--- config.mk ---
export PLATFORM = sky130hd
export DESIGN_NAME = hacd_axi_rd_sched_flat
export DESIGN_NICKNAME = d
export VERILOG_FILES = /design/src/rtl/hacd_axi_rd_sched_pkg.sv /design/src/rtl/hacd_axi_rd_sched_if.sv /design/src/rtl/hacd_axi_rd_sched_rr_arbiter.sv /design/src/rtl/hacd_axi_rd_sched.sv /design/src/flat_wrapper.sv
export SDC_FILE = /design/constraint.sdc
export NUM_CORES = 1
export LEC_CHECK = 0
export BUFFER_PORTS_ARGS = -buffer_cell sky130_fd_sc_hd__buf_4
export CAP_MARGIN = 0
export CORE_AREA = 2 2 97 99
export CTS_CLUSTER_DIAMETER = 30
export DETAILED_ROUTE_END_ITERATION = 8
export DIE_AREA = 0 0 99 101
export PLACE_DENSITY = 0.78
export SKIP_CTS_REPAIR_TIMING = 1
export SYNTH_ARGS = -nofsm -noshare
export SYNTH_HDL_FRONTEND = slang
export SYNTH_HIERARCHICAL = 1
export SYNTH_SLANG_ARGS = --single-unit
export TNS_END_PERCENT = 10
--- constraint.sdc ---
create_clock -name clk -period 3 [get_ports clk]
set_input_delay 0.3 -clock clk [delete_from_list [all_inputs] [get_ports clk]]
set_output_delay 0.3 -clock clk [all_outputs]
set_load 0.01 [all_outputs]
--- src/rtl/hacd_axi_rd_sched_pkg.sv ---
// Shared hacd AXI4 defaults, burst/size encodings and read-scheduler FSM states.
`ifndef HACD_AXI4_ADDR_WIDTH
`define HACD_AXI4_ADDR_WIDTH 32
`endif
`ifndef HACD_AXI4_DATA_WIDTH
`define HACD_AXI4_DATA_WIDTH 32
`endif
`ifndef HACD_AXI4_ID_WIDTH
`define HACD_AXI4_ID_WIDTH 4
`endif

package hacd_axi_rd_sched_pkg;

  localparam logic [1:0] AXI_BURST_INCR = 2'b01;

  typedef enum logic {
    ST_IDLE,
    ST_ISSUE
  } rd_state_e;

  function automatic logic [2:0] axi_size(input int unsigned data_width);
    return 3'($clog2(data_width / 8));
  endfunction

endpackage

--- src/rtl/hacd_axi_rd_sched_if.sv ---
// AXI4 read-address and read-data channels between the scheduler and a crossbar port.
interface hacd_axi_rd_sched_if #(
  parameter int unsigned ID_WIDTH   = `HACD_AXI4_ID_WIDTH,
  parameter int unsigned ADDR_WIDTH = `HACD_AXI4_ADDR_WIDTH,
  parameter int unsigned DATA_WIDTH = `HACD_AXI4_DATA_WIDTH
);
  logic [ID_WIDTH-1:0]   arid;
  logic [ADDR_WIDTH-1:0] araddr;
  logic [7:0]            arlen;
  logic [2:0]            arsize;
  logic [1:0]            arburst;
  logic                  arvalid;
  logic                  arready;
  logic [ID_WIDTH-1:0]   rid;
  logic [DATA_WIDTH-1:0] rdata;
  logic [1:0]            rresp;
  logic                  rlast;
  logic                  rvalid;
  logic                  rready;

  modport master (
    output arid, araddr, arlen, arsize, arburst, arvalid,
    input  arready,
    input  rid, rdata, rresp, rlast, rvalid,
    output rready
  );

  modport slave (
    input  arid, araddr, arlen, arsize, arburst, arvalid,
    output arready,
    output rid, rdata, rresp, rlast, rvalid,
    input  rready
  );
endinterface

--- src/rtl/hacd_axi_rd_sched_rr_arbiter.sv ---
// Round-robin arbiter: one-hot grant searched from the slot after the last acknowledged one.
module hacd_rr_arbiter #(
  parameter int unsigned N = 2
) (
  input  logic         clk,
  input  logic         rst_n,
  input  logic [N-1:0] req,
  input  logic         ack,
  input  logic [N-1:0] ack_gnt,
  output logic [N-1:0] gnt
);
  localparam int unsigned W = (N > 1) ? $clog2(N) : 1;

  logic [W-1:0] last_q;
  logic [W-1:0] idx;
  logic         found;

  always_comb begin
    gnt   = '0;
    found = 1'b0;
    idx   = '0;
    for (int unsigned k = 1; k <= N; k++) begin
      idx = W'((32'(last_q) + k) % N);
      if (!found && req[idx]) begin
        gnt[idx] = 1'b1;
        found    = 1'b1;
      end
    end
  end

  // Pointer follows the acknowledged grant, not the live one, so requests that
  // change while a grant is pending cannot skew the rotation.
  always_ff @(posedge clk or negedge rst_n) begin
    if (!rst_n) begin
      last_q <= W'(N - 1);
    end else if (ack) begin
      for (int unsigned i = 0; i < N; i++) begin
        if (ack_gnt[i]) last_q <= W'(i);
      end
    end
  end
endmodule

--- src/rtl/hacd_axi_rd_sched.sv ---
// Multi-requester AXI4 read scheduler: round-robin AR issue, ID-based R routing, outstanding tracking.
module hacd_axi_rd_sched
  import hacd_axi_rd_sched_pkg::*;
#(
  parameter int unsigned N_REQ      = 2,
  parameter int unsigned ADDR_WIDTH = `HACD_AXI4_ADDR_WIDTH,
  parameter int unsigned DATA_WIDTH = `HACD_AXI4_DATA_WIDTH,
  parameter int unsigned ID_WIDTH   = `HACD_AXI4_ID_WIDTH,
  parameter int unsigned MAX_OUT    = 4
) (
  input  logic                        clk,
  input  logic                        rst_n,
  input  logic [N_REQ-1:0]            req_valid,
  output logic [N_REQ-1:0]            req_ready,
  input  logic [N_REQ*ADDR_WIDTH-1:0] req_addr,
  input  logic [N_REQ*8-1:0]          req_len,
  output logic [N_REQ-1:0]            rsp_valid,
  input  logic [N_REQ-1:0]            rsp_ready,
  output logic [DATA_WIDTH-1:0]       rsp_data,
  output logic [1:0]                  rsp_resp,
  output logic                        rsp_last,
  hacd_axi_rd_sched_if.master         m_axi,
  output logic                        err_bad_id,
  output logic [N_REQ*4-1:0]          outstanding
);
  localparam int unsigned IDX_W   = (N_REQ > 1) ? $clog2(N_REQ) : 1;
  localparam logic [2:0]  AR_SIZE = axi_size(DATA_WIDTH);
  localparam logic [3:0]  MAX_CNT = 4'(MAX_OUT);

  rd_state_e             state_q, state_d;
  logic [N_REQ-1:0]      elig, gnt, gnt_q, dec;
  logic [3:0]            cnt [N_REQ];
  logic [ID_WIDTH-1:0]   gnt_id, ar_id;
  logic [ADDR_WIDTH-1:0] gnt_addr, ar_addr;
  logic [7:0]            gnt_len, ar_len;
  logic                  ar_hs, r_hs, bad_id, underflow;
  logic [IDX_W-1:0]      sel;

  always_comb begin
    for (int unsigned i = 0; i < N_REQ; i++) begin
      elig[i] = req_valid[i] && (cnt[i] < MAX_CNT);
    end
  end

  hacd_rr_arbiter #(.N(N_REQ)) u_arb (
    .clk     (clk),
    .rst_n   (rst_n),
    .req     (elig),
    .ack     (ar_hs),
    .ack_gnt (gnt_q),
    .gnt     (gnt)
  );

  always_comb begin
    gnt_id   = '0;
    gnt_addr = '0;
    gnt_len  = '0;
    for (int unsigned i = 0; i < N_REQ; i++) begin
      if (gnt[i]) begin
        gnt_id   = ID_WIDTH'(i);
        gnt_addr = req_addr[i*ADDR_WIDTH +: ADDR_WIDTH];
        gnt_len  = req_len[i*8 +: 8];
      end
    end
  end

  always_ff @(posedge clk or negedge rst_n) begin
    if (!rst_n) state_q <= ST_IDLE;
    else        state_q <= state_d;
  end

  always_comb begin
    state_d   = state_q;
    req_ready = '0;
    case (state_q)
      ST_IDLE: begin
        if (rst_n && |elig) begin
          state_d   = ST_ISSUE;
          req_ready = gnt;
        end
      end
      ST_ISSUE: begin
        if (ar_hs) state_d = ST_IDLE;
      end
    endcase
  end

  always_ff @(posedge clk or negedge rst_n) begin
    if (!rst_n) begin
      gnt_q   <= '0;
      ar_id   <= '0;
      ar_addr <= '0;
      ar_len  <= '0;
    end else if (state_q == ST_IDLE && |elig) begin
      gnt_q   <= gnt;
      ar_id   <= gnt_id;
      ar_addr <= gnt_addr;
      ar_len  <= gnt_len;
    end
  end

  assign ar_hs          = m_axi.arvalid && m_axi.arready;
  assign m_axi.arvalid  = (state_q == ST_ISSUE);
  assign m_axi.arid     = ar_id;
  assign m_axi.araddr   = ar_addr;
  assign m_axi.arlen    = ar_len;
  assign m_axi.arsize   = AR_SIZE;
  assign m_axi.arburst  = AXI_BURST_INCR;

  // arid is a zero-extended index, so any set bit above the index range also
  // marks the beat as foreign.
  assign sel    = m_axi.rid[IDX_W-1:0];
  assign bad_id = (m_axi.rid >= ID_WIDTH'(N_REQ));

  always_comb begin
    rsp_valid    = '0;
    m_axi.rready = 1'b1;
    underflow    = 1'b0;
    dec          = '0;
    for (int unsigned i = 0; i < N_REQ; i++) begin
      if (!bad_id && sel == IDX_W'(i)) begin
        rsp_valid[i] = m_axi.rvalid;
        m_axi.rready = rsp_ready[i];
        underflow    = (cnt[i] == '0);
        dec[i]       = m_axi.rvalid && rsp_ready[i] && m_axi.rlast && (cnt[i] != '0);
      end
    end
  end

  assign r_hs     = m_axi.rvalid && m_axi.rready;
  assign rsp_data = m_axi.rdata;
  assign rsp_resp = m_axi.rresp;
  assign rsp_last = m_axi.rlast;

  always_ff @(posedge clk or negedge rst_n) begin
    if (!rst_n)                             err_bad_id <= 1'b0;
    else if (r_hs && (bad_id || underflow)) err_bad_id <= 1'b1;
  end

  always_ff @(posedge clk or negedge rst_n) begin
    if (!rst_n) begin
      for (int unsigned i = 0; i < N_REQ; i++) cnt[i] <= '0;
    end else begin
      for (int unsigned i = 0; i < N_REQ; i++) begin
        if (req_ready[i] && !dec[i])      cnt[i] <= cnt[i] + 4'd1;
        else if (dec[i] && !req_ready[i]) cnt[i] <= cnt[i] - 4'd1;
      end
    end
  end

  always_comb begin
    for (int unsigned i = 0; i < N_REQ; i++) outstanding[i*4 +: 4] = cnt[i];
  end
endmodule

--- src/flat_wrapper.sv ---
// flat-port wrapper written by rule: the top's interface ports become plain ports
module hacd_axi_rd_sched_flat import hacd_axi_rd_sched_pkg::*;
#(
  parameter int unsigned N_REQ      = 2,
  parameter int unsigned ADDR_WIDTH = `HACD_AXI4_ADDR_WIDTH,
  parameter int unsigned DATA_WIDTH = `HACD_AXI4_DATA_WIDTH,
  parameter int unsigned ID_WIDTH   = `HACD_AXI4_ID_WIDTH,
  parameter int unsigned MAX_OUT    = 4
)
  (clk, rst_n, req_valid, req_ready, req_addr, req_len, rsp_valid, rsp_ready, rsp_data, rsp_resp, rsp_last, err_bad_id, outstanding, m_axi_arid, m_axi_araddr, m_axi_arlen, m_axi_arsize, m_axi_arburst, m_axi_arvalid, m_axi_arready, m_axi_rid, m_axi_rdata, m_axi_rresp, m_axi_rlast, m_axi_rvalid, m_axi_rready);
  hacd_axi_rd_sched_if #(.ID_WIDTH(ID_WIDTH), .ADDR_WIDTH(ADDR_WIDTH), .DATA_WIDTH(DATA_WIDTH)) m_axi_i ();
  input  logic clk;
  input  logic rst_n;
  input  logic [N_REQ-1:0] req_valid;
  output logic [N_REQ-1:0] req_ready;
  input  logic [N_REQ*ADDR_WIDTH-1:0] req_addr;
  input  logic [N_REQ*8-1:0] req_len;
  output logic [N_REQ-1:0] rsp_valid;
  input  logic [N_REQ-1:0] rsp_ready;
  output logic [DATA_WIDTH-1:0] rsp_data;
  output logic [1:0] rsp_resp;
  output logic rsp_last;
  output logic err_bad_id;
  output logic [N_REQ*4-1:0] outstanding;
  output wire logic [$bits(m_axi_i.arid)-1:0] m_axi_arid;
  output wire logic [$bits(m_axi_i.araddr)-1:0] m_axi_araddr;
  output wire logic [$bits(m_axi_i.arlen)-1:0] m_axi_arlen;
  output wire logic [$bits(m_axi_i.arsize)-1:0] m_axi_arsize;
  output wire logic [$bits(m_axi_i.arburst)-1:0] m_axi_arburst;
  output wire logic [$bits(m_axi_i.arvalid)-1:0] m_axi_arvalid;
  input wire logic [$bits(m_axi_i.arready)-1:0] m_axi_arready;
  input wire logic [$bits(m_axi_i.rid)-1:0] m_axi_rid;
  input wire logic [$bits(m_axi_i.rdata)-1:0] m_axi_rdata;
  input wire logic [$bits(m_axi_i.rresp)-1:0] m_axi_rresp;
  input wire logic [$bits(m_axi_i.rlast)-1:0] m_axi_rlast;
  input wire logic [$bits(m_axi_i.rvalid)-1:0] m_axi_rvalid;
  output wire logic [$bits(m_axi_i.rready)-1:0] m_axi_rready;
  assign m_axi_arid = m_axi_i.arid;
  assign m_axi_araddr = m_axi_i.araddr;
  assign m_axi_arlen = m_axi_i.arlen;
  assign m_axi_arsize = m_axi_i.arsize;
  assign m_axi_arburst = m_axi_i.arburst;
  assign m_axi_arvalid = m_axi_i.arvalid;
  assign m_axi_i.arready = m_axi_arready;
  assign m_axi_i.rid = m_axi_rid;
  assign m_axi_i.rdata = m_axi_rdata;
  assign m_axi_i.rresp = m_axi_rresp;
  assign m_axi_i.rlast = m_axi_rlast;
  assign m_axi_i.rvalid = m_axi_rvalid;
  assign m_axi_rready = m_axi_i.rready;
  hacd_axi_rd_sched #(.N_REQ(N_REQ), .ADDR_WIDTH(ADDR_WIDTH), .DATA_WIDTH(DATA_WIDTH), .ID_WIDTH(ID_WIDTH), .MAX_OUT(MAX_OUT)) u_core (.clk(clk), .rst_n(rst_n), .req_valid(req_valid), .req_ready(req_ready), .req_addr(req_addr), .req_len(req_len), .rsp_valid(rsp_valid), .rsp_ready(rsp_ready), .rsp_data(rsp_data), .rsp_resp(rsp_resp), .rsp_last(rsp_last), .m_axi(m_axi_i), .err_bad_id(err_bad_id), .outstanding(outstanding));
endmodule
Word-level counts from Yosys, hierarchy flattened --
Cells that the tools add are included.
Storage, ports and cells: memory bits (writable) 0, bits of input ports 127, output and inout port bits 99, bits in latches 0, ROM bits 0, logic and storage cells 98, memories kept 0, bits in registers 57
Operators by class: $add $sub $neg 6, equal/unequal tests 0, bitwise logic cells 3, muxes and demuxes 35, $mul 0, div/mod/pow operators 0, order comparisons 7, reduce and logical (&&, ||, !) cells 38, shifts and indexed selects 0
Operators with widths (number):
- $mux W32 | 2
- $logic_and A1 B1 Y1 | 22
- $mux W1 | 20
- $mux W4 | 4
- $mux W8 | 2
- $add A4 B1 Y4 const B | 2
- $logic_not A4 Y1 | 2
- $lt A4 B3 Y1 const B | 2
- $mux W2 | 4
- $reduce_bool A4 Y1 | 2
- $sub A4 B1 Y4 const B | 2
- $logic_not A1 Y1 | 6
- $reduce_bool A2 Y1 | 3
- $ge A4 B2 Y1 const B | 1
- $lt A1 B2 Y1 const B | 2
- $add A1 B1 Y1 const B | 2
- $demux W1 S1 | 2
- $ge A1 B1 Y1 const B | 2
- $not A1 Y1 | 2
- $or A2 B2 Y2 | 1
- $pmux W1 S2 | 1
- $reduce_and A2 Y1 | 1
- $reduce_or A2 Y1 | 1
- $logic_or A1 B1 Y1 | 1

Depth between registers and ports, before layout --
Gate-level depths: netlist of the first run.
depth in word-level cells 14, gate-level depth with buffers 11, gate-level depth less buffers 9

Modules after synthesis --
Netlist of the first run, hierarchy kept.
Modules (own cells, without submodules):
- hacd_axi_rd_sched | cells an instance 268, area each 3274.4 µm², seq. area each 1301.2 µm², instances 1
- hacd_rr_arbiter | cells an instance 6, area each 57.6 µm², seq. area each 26.3 µm², instances 1

Least setup slack after synthesis of the first run --
No wires, ideal clock.
path kind flip-flop to flip-flop, from register u_core.cnt (netlist bit u_core/outstanding[7]), to register u_core.cnt (netlist bit u_core/outstanding[7]), arrival 2.913 ns, path buffers 2, clock period less this slack 3.044 ns, setup time 0.131 ns, required time 2.869 ns, path slack -0.044 ns, stages on the path, launching flop included 12, cell sequence dfrtp_1 > nor3b_2 > a21boi_0 > buf_2 > clkbuf_1 > and3_1 > ha_1 > inv_1 > ha_1 > or4_1 > o211ai_1 > o211ai_1
On the way: longest elaborated chain between the ends 13, elaborated cells on any way between the ends 28, classes of those cells add/sub (2); order compare (1); mux (12); bitwise (1); reduce/logical (12)
RTL lines:
- from (decl) | line hacd_axi_rd_sched.sv:32 | logic [3:0] cnt [N_REQ];
- from (signal, indexed assignment) | line hacd_axi_rd_sched.sv:145 | if (req_ready[i] && !dec[i]) cnt[i] <= cnt[i] + 4'd1;
- from (signal, indexed assignment) | line hacd_axi_rd_sched.sv:146 | else if (dec[i] && !req_ready[i]) cnt[i] <= cnt[i] - 4'd1;
- $lt A4 B3 Y1 * | line hacd_axi_rd_sched.sv:41 | elig[i] = req_valid[i] && (cnt[i] < MAX_CNT);
- $logic_and A1 B1 Y1 * | line hacd_axi_rd_sched.sv:41
- named net u_core.elig[1] | line hacd_axi_rd_sched.sv:31 | logic [N_REQ-1:0] elig, gnt, gnt_q, dec;
- $mux W1 (implied by the code) (2 in series) | line hacd_axi_rd_sched_rr_arbiter.sv:24 | if (!found && req[idx]) begin
- $mux W1 | line hacd_axi_rd_sched_rr_arbiter.sv:24
- $logic_not A1 Y1 | line hacd_axi_rd_sched_rr_arbiter.sv:24
- $logic_and A1 B1 Y1 | line hacd_axi_rd_sched_rr_arbiter.sv:24
- $mux W2 * | line hacd_axi_rd_sched_rr_arbiter.sv:24
- named net u_core.gnt[1] | line hacd_axi_rd_sched.sv:31
- $mux W2 * | line hacd_axi_rd_sched.sv:77 | if (rst_n && |elig) begin
- $mux W2 * | line hacd_axi_rd_sched.sv:75 | case (state_q)
- named net req_ready[1] | line flat_wrapper.sv:15 | output logic [N_REQ-1:0] req_ready;
- $logic_not A1 Y1 | line hacd_axi_rd_sched.sv:146
- $logic_and A1 B1 Y1 | line hacd_axi_rd_sched.sv:146
- $reduce_bool A2 Y1 (no source line)
Mark *: on every way through the listed nets, which the timed path passes. The rest lies on a longest branch. The select of a mux whose other input is x is not followed. A chain may end at the register's enable or synchronous reset.

Worst setup path in the final report of the first run --
from register u_core.cnt (netlist bit u_core/outstanding[7]), to register u_core.cnt (netlist bit u_core/outstanding[7])
On the way: longest elaborated chain between the ends 13, elaborated cells on any way between the ends 28, classes of those cells add/sub (2); order compare (1); mux (12); bitwise (1); reduce/logical (12)
RTL lines (line):
- $lt A4 B3 Y1 | hacd_axi_rd_sched.sv:41
- $logic_and A1 B1 Y1 | hacd_axi_rd_sched.sv:41
- $mux W1 (implied by the code) (2 in series) | hacd_axi_rd_sched_rr_arbiter.sv:24
- $mux W1 | hacd_axi_rd_sched_rr_arbiter.sv:24
- $logic_not A1 Y1 | hacd_axi_rd_sched_rr_arbiter.sv:24
- $logic_and A1 B1 Y1 | hacd_axi_rd_sched_rr_arbiter.sv:24
- $mux W2 | hacd_axi_rd_sched_rr_arbiter.sv:24
- $mux W2 | hacd_axi_rd_sched.sv:77
- $mux W2 | hacd_axi_rd_sched.sv:75
- $logic_not A1 Y1 | hacd_axi_rd_sched.sv:146
- $logic_and A1 B1 Y1 | hacd_axi_rd_sched.sv:146
- $reduce_bool A2 Y1 (no source line)
Parallel ways exist; a longest one is shown, timed or not. The select of a mux whose other input is x is not followed.

==> results of run 1 <==
cell type report:
type	instances	area (um^2)
timing repair buffer	157	1181
sequential	53	1328
tap	111	138.9
clock buffer	5	68.82
fill	824	4642
multi-input combinational	163	1579
clock inverter	3	25.02
inverter	4	15.01
logic make-up after synthesis:
| family | share of synthesized area, % |
|---|---|
| buffers and inverters | 14.38 |
| AOI/OAI and AO/OA | 14.46 |
| DFF | 39.84 |
| muxes | 19.94 |
| and+or+nand+nor | 6.646 |
| adders and majority gates | 3.455 |
| xor gates and xnor gates | 1.051 |
| other | 0.2254 |
path summary, 6_finish.rpt:
path	to	slack, ns	cells after the start
setup / recovery	u_core/outstanding[7]$_DFFE_PN0P_	0.21	9
hold / removal	u_core/err_bad_id$_DFFE_PN0P_	0.29	2
setup reg to reg	u_core/outstanding[7]$_DFFE_PN0P_	0.21	9
hold reg to reg	u_core/err_bad_id$_DFFE_PN0P_	0.50	1
max in group asynchronous	u_core/m_axi.araddr[0]$_DFFE_PN0P_	1.79	3
min in group asynchronous	u_core/outstanding[6]$_DFFE_PN0P_	0.39	2
cell usage after synthesis, types with 2 or more instances:
cell type  number  share of area (%)
nor3b_2         2               0.75
fa_1            2                1.2
or3_1           2               0.38
mux2_2          7                2.4
o21ai_0         3               0.45
o211ai_1        4               0.90
buf_4          45                 10
a2111o_1        2               0.68
inv_1           4               0.45
clkbuf_1        8               0.90
buf_12          3                1.8
nand2_1         9                1.0
or4_1           4               0.90
and3_1          3               0.56
mux2_4         37                 17
a21oi_1         4               0.60
or2_2           2               0.38
dfrtp_1        52                 39
conb_1          2               0.23
ha_1            6                2.3
mux2i_1         3               0.90
xnor2_1         4                1.1
buf_2           2               0.30
nor3_1          3               0.45
a22o_1         41                 11
nand3b_1        3               0.68
nand3_1         7                1.1
sequential cells by signal (all words and copies together), names as in the netlist:
signal                count
u_core/gnt_q              2
u_core/u_arb/last_q       1
u_core/m_axi.arlen        8
u_core/m_axi.arvalid      1
u_core/outstanding        8
u_core/err_bad_id         1
u_core/m_axi.araddr      32
routing by layer:
layer  up-vias  wire length [um]  track usage [%]
li1       1170                 -                -
met1      1195              3326            19.24
met2       111              4173            28.12
met4         0               293            7.587
met5         -                 0                0
met3        33               627            3.259
where the power goes:
part           switching (mW)  internal (mW)  leakage (nW)
sequential              0.200          0.968         0.685
combinational           0.888           1.16          1.45
clock                   0.248          0.169        0.0447
total                    1.34           2.30          2.18
metrics by stage:
stage | worst slack, ns | total power, mW | instance area, um^2 | utilization [%] | hold slack [ns]
after floorplan | 0.06052 | 2.638 | 3356 | - | 0.004409
after global placement | 0.3125 | 3.172 | 4225 | 47.07 | 0.1414
after detailed placement | 0.1835 | 3.240 | 4225 | 47.07 | 0.1431
after CTS | 0.1526 | 3.686 | 4319 | 48.11 | -0.1971
after global routing | 0.003947 | 3.885 | 4335 | 48.29 | 0.2789
final | 0.2054 | 3.637 | 4335 | 48.29 | 0.2906
cell usage in the layout (no fill, tap or decap), drive strengths merged, types with 3 or more instances in the layout:
cell type,instances
buf,156
dfrtp,52
mux2,44
a22o,41
nand2,9
conb,8
nand3,7
ha,6
clkbuf,5
inv,5
or4,4
a21oi,4
o211ai,4
xnor2,4
and3,3
nor3,3
mux2i,3
nand3b,3
o21ai,3
==> out/results.tsv, run 1 <==
stage	metric	value	unit
drt	Routed WL	8421	um
worst_setup_path	Crit. End Element	register	
drt	DR vias	2509	
sta	worst relative slew slack	36.68	%
synthesis	Primary FF master, synth	dfrtp_1	
layout	layout cells sized above 1	56.10	%
floorplanning	# IOs	226	
global_routing	vias in the first global route	2553	
sta	clock skew	0.003977	ns
cts	# H-tree levels	2	
synthesis	Avg Cell Area, Syn	12.16	um^2
synthesis	Syn Inst Count	274	
drt	Post-route DRC	0	
sta	Hold Fails Final Rpt	0	
place	dpl hpwl	6245	um
layout	Synth-to-Final Area Change	30.12	%
floorplanning	die height	101	um
cts	clock-pin slew on the worst setup and hold paths	0.10	ns
worst_setup_path	Crit path required time	3.19	ns
layout	Ant. Diodes	0	
drt	Starting DRT DRC Count	73	
worst_setup_path	WP buf/inv	1	
worst_setup_path	Critical Path Start	u_core/outstanding[7]$_DFFE_PN0P_	
worst_setup_path	Critical Path Max Stage Delay	0.55	ns
hold_path	Worst Hold Launch	m_axi_rvalid	
cts	total clock buffers created by CTS	5	
synthesis	sequential fraction of the synthesis area	39.84	%
cts	CTS tree	yes	
worst_setup_path	CP Cell Sequence	or4_1 > nand3_1 > or2_2 > ha_1 > inv_1 > ha_1 > or4_1 > o211ai_1 > o211ai_1	
drt	DRT Pass-1 Iters	4	
sta	final period demand of the worst path	2.795	ns
sta	max frequency	0.3578	GHz
power	Worst IR Drop VDD	421.6	uV
synthesis	ys async rst share	100.0	%
synthesis	Yosys warning total	6	
cts	clk sink count	53	
sta	final setup vio count	0	
sta	RSZ-0062 raised after global routing	false	
power	Leakage	2.183	nW
cts	clk root buf	clkbuf_8	
sta	final setup TNS	0	ns
layout	final net count	519	
synthesis	#FFs+latches synth	53	
worst_setup_path	family with the most delay on the worst path	simple AND/OR/NAND/NOR gates	
status	status	finished, final reports clean	
job	Max Cap Violations	0	
floorplanning	row count	35	
place	RD Place Congestion	0.9123	
cts	maximum root-to-sink buffer count	2	
synthesis	number of flops mapped to enable cells by yosys	0	
power	Cell Pwr Density	838.9	nW/um^2
global_routing	largest net degree at the start of global routing	48	
drt	wire per inst	16.98	um
place	DP Cell Count	487	
floorplanning	core footprint	8977	um^2
drt	vias per std cell	5.058	
global_routing	first-pass GRT wire length	12860	um
synthesis	Synth Cell Area	3332	um^2
floorplanning	Die W	99	um
place	# port buffers	149	
sta	Max Transition Viols Final	0	
cts	worst-skew pair later-pin latency	0.30	ns
synthesis	Distinct cells, synth	37	
worst_setup_path	kind of critical path	register to register	
worst_setup_path	FF-to-FF Start	u_core/outstanding[7]$_DFFE_PN0P_	
layout	Post-Layout Cell Count	496	
floorplanning	starting density of the core	37.11	%
worst_setup_path	CP Data Arrival Time	2.98	ns
global_routing	GRT Util Overall	16.19	%
hold_path	min-delay worst type	input port to register	
worst_setup_path	crit start category	register	
worst_setup_path	slowest CP cell	or4_1	
floorplanning	die area	9999	um^2
sta	fin crit share	93.15	%
drt	Final ANT Viol Nets	0	
global_routing	grt ovf	0	
worst_setup_path	largest fanout on the critical path	6	
global_routing	initial antenna violation count	0	
sta	worst slew pin tran	0.9478	ns
No activity file was read; power rests on OpenSTA's default activity.
==> inputs of run 2 (changes only) <==
- BUFFER_PORTS_ARGS: -buffer_cell sky130_fd_sc_hd__buf_4 -> -buffer_cell sky130_fd_sc_hd__buf_2
==> run 2 against run 1 <==
  * Combinational power shrank 7%
  * Sequential power is essentially flat
  * Worst setup slack lost 0.080 ns
  * Sequential cell count is the same
  * Die area is the same
  * Worst hold slack gained 0.017 ns
  * Fmax shrank 2.8%
  * Wire length shrank 1.8%
  * Non-clock buffer count shrank 2
  * Sequential share of layout area grew 2.8 points
  * Clock skew grew 0.0040 ns
  * Clock-buffer cell count grew 1
  * Critical path type unchanged
  * Highest routed layer unchanged
==> out/results.tsv, run 2 (synthesis gave the netlist of run 1 again) <==
stage	metric	value	unit
global_routing	met1 Use GR	18.30	%
worst_setup_path	crit start category	register	
power	register share of total power	33.1	%
cts	total clock buffers created by CTS	5	
cts	# H-tree levels	2	
power	Cell Pwr Density	897.2	nW/um^2
hold_path	hold path depth	2	
power	combinational share of power	53.3	%
sta	clock skew	0.007953	ns
sta	fin crit share	95.83	%
cts	clk sink count	53	
layout	layout cells sized above 1	55.61	%
worst_setup_path	r2r endpoint	u_core/outstanding[7]$_DFFE_PN0P_	
worst_setup_path	Critical Path Max Stage Delay	0.55	ns
hold_path	Worst Hold Launch	m_axi_rvalid	
place	RD Place Congestion	0.7385	
cts	CTS tree	yes	
power	clock share of power	13.7	%
global_routing	grt met3 use	2.635	%
layout	Largest register FFs	32	
floorplanning	# IOs	226	
layout	Layout fillers	832	
status	status	finished, final reports clean	
global_routing	largest net degree at the start of global routing	51	
sta	Max Transition Viols Final	0	
floorplanning	die area	9999	um^2
cts	clock-pin slew on the worst setup and hold paths	0.10	ns
floorplanning	starting density of the core	37.11	%
layout	commonest cells after routing, fill and taps aside	buf_2, dfrtp_1, a22o_1, mux2_4, nand2_1	
layout	Ant. Diodes	0	
power	Psw	1.336	mW
worst_setup_path	Crit path required time	3.19	ns
floorplanning	core footprint	8977	um^2
drt	Starting DRT DRC Count	79	
global_routing	GRT Util Overall	15.59	%
global_routing	initial antenna violation count	0	
worst_setup_path	slowest CP cell	or4_1	
floorplanning	Die W	99	um
cts	clk root buf	clkbuf_8	
drt	wire per inst	16.74	um
power	Pint	2.227	mW
power	Leakage	2.086	nW
drt	DR vias	2551	
worst_setup_path	FF-to-FF Start	u_core/outstanding[7]$_DFFE_PN0P_	
layout	Final Util	44.24	%
power	Worst IR Drop VDD	524.3	uV
layout	final net count	517	
floorplanning	row count	35	
worst_setup_path	CP Cell Sequence	or4_1 > nand3_1 > or2_2 > ha_1 > inv_1 > ha_1 > or4_1 > o211ai_1 > o211ai_1	
worst_setup_path	family with the most delay on the worst path	simple AND/OR/NAND/NOR gates	
hold_path	min-delay worst type	input port to register	
worst_setup_path	r2r setup slk	0.13	ns
place	dpl hpwl	6050	um
sta	max frequency	0.3478	GHz
cts	maximum root-to-sink buffer count	2	
global_routing	first-pass GRT wire length	12470	um
layout	Synth-to-Final Area Change	19.19	%
global_routing	vias in the first global route	2517	
drt	Post-route DRC	0	
drt	Routed WL	8271	um
sta	worst slew pin tran	0.9696	ns
layout	most common cell after layout, fill and taps aside	buf_2	
sta	final setup TNS	0	ns
global_routing	grt ovf	0	
drt	DRT Pass-1 Iters	4	
sta	final setup vio count	0	
worst_setup_path	kind of critical path	register to register	
worst_setup_path	Crit. End Element	register	
place	Post-DP Area	3830	um^2
sta	Hold Fails Final Rpt	0	
sta	RSZ-0062 raised after global routing	false	
worst_setup_path	CP Data Arrival Time	3.06	ns
cts	worst-skew pair later-pin latency	0.30	ns
sta	worst relative slew slack	35.22	%
worst_setup_path	largest fanout on the critical path	6	
floorplanning	die height	101	um
layout	post-route design area	3971	um^2
worst_setup_path	r2r worst-path depth	9	
global_routing	met2 Resource Use GR	27.60	%
place	# port buffers	149	
sta	final period demand of the worst path	2.875	ns
job	Max Cap Violations	0	
hold_path	Min-Delay Endpoint	u_core/err_bad_id$_DFFE_PN0P_	
global_routing	layer with the highest usage	met2	
drt	vias per std cell	5.164	
worst_setup_path	WP buf/inv	1	
drt	Final ANT Viol Nets	0	
power	sw frac	37.50	%
## run 2: layer usage
metal  routed length [um]  share of wire [%]
met1                 3217                 39
met2                 4181                 51
met3                  565                6.8
met4                  306                3.7
met5                    0                  0
## run 2: power groups by stage
stage                     clock network (mW)  logic, mW  registers (mW)
after CTS                              0.513       1.89            1.17
after detailed placement                   0       1.88            1.18
final                                  0.487       1.90            1.18
after global routing                   0.536       2.05            1.21
after global placement                     0       1.82            1.17
after floorplan                            0       1.38            1.26
## run 2: cell type report
class / count / area (um^2) / area share (%)
clock inverter: 2 / 38.79 / 0.9767
sequential: 53 / 1328 / 33.43
clock buffer: 6 / 72.57 / 1.827
timing repair buffer: 155 / 793.3 / 19.97
tap: 111 / 138.9 / 3.497
inverter: 4 / 15.01 / 0.3781
multi-input combinational: 163 / 1585 / 39.92
## run 2: stage by stage
step	setup slack, ns	hold slack, ns	std cells	total power [mW]
floorplan	0.06052	0.004409	280	2.638
global placement	0.2482	0.1486	484	2.984
detailed placement	0.07274	0.1536	484	3.060
CTS	0.07615	-0.1779	492	3.578
global route	0.005390	0.2935	494	3.796
finish	0.1251	0.3079	494	3.563
## run 2: worst max-delay path by stage
stage	end	slack, ns	cells after the start	from
2_1_floorplan	u_core/outstanding[7]$_DFFE_PN0P_	0.06	11	u_core/outstanding[7]$_DFFE_PN0P_
3_3_place_gp	u_core/outstanding[7]$_DFFE_PN0P_	0.25	10	m_axi_rid[1]
3_5_place_dp	u_core/outstanding[7]$_DFFE_PN0P_	0.07	10	m_axi_rid[1]
4_1_cts	u_core/outstanding[7]$_DFFE_PN0P_	0.08	9	u_core/outstanding[3]$_DFFE_PN0P_
5_1_grt	u_core/outstanding[7]$_DFFE_PN0P_	0.005	9	u_core/outstanding[7]$_DFFE_PN0P_
6_report	u_core/outstanding[7]$_DFFE_PN0P_	0.13	9	u_core/outstanding[7]$_DFFE_PN0P_
## run 2: worst register-to-register path: stages (launching register included)
cell	delay, ns
dfrtp_1	0.47
or4_1	0.54
nand3_1	0.12
or2_2	0.12
ha_1	0.25
inv_1	0.13
ha_1	0.37
or4_1	0.55
o211ai_1	0.12
o211ai_1	0.10
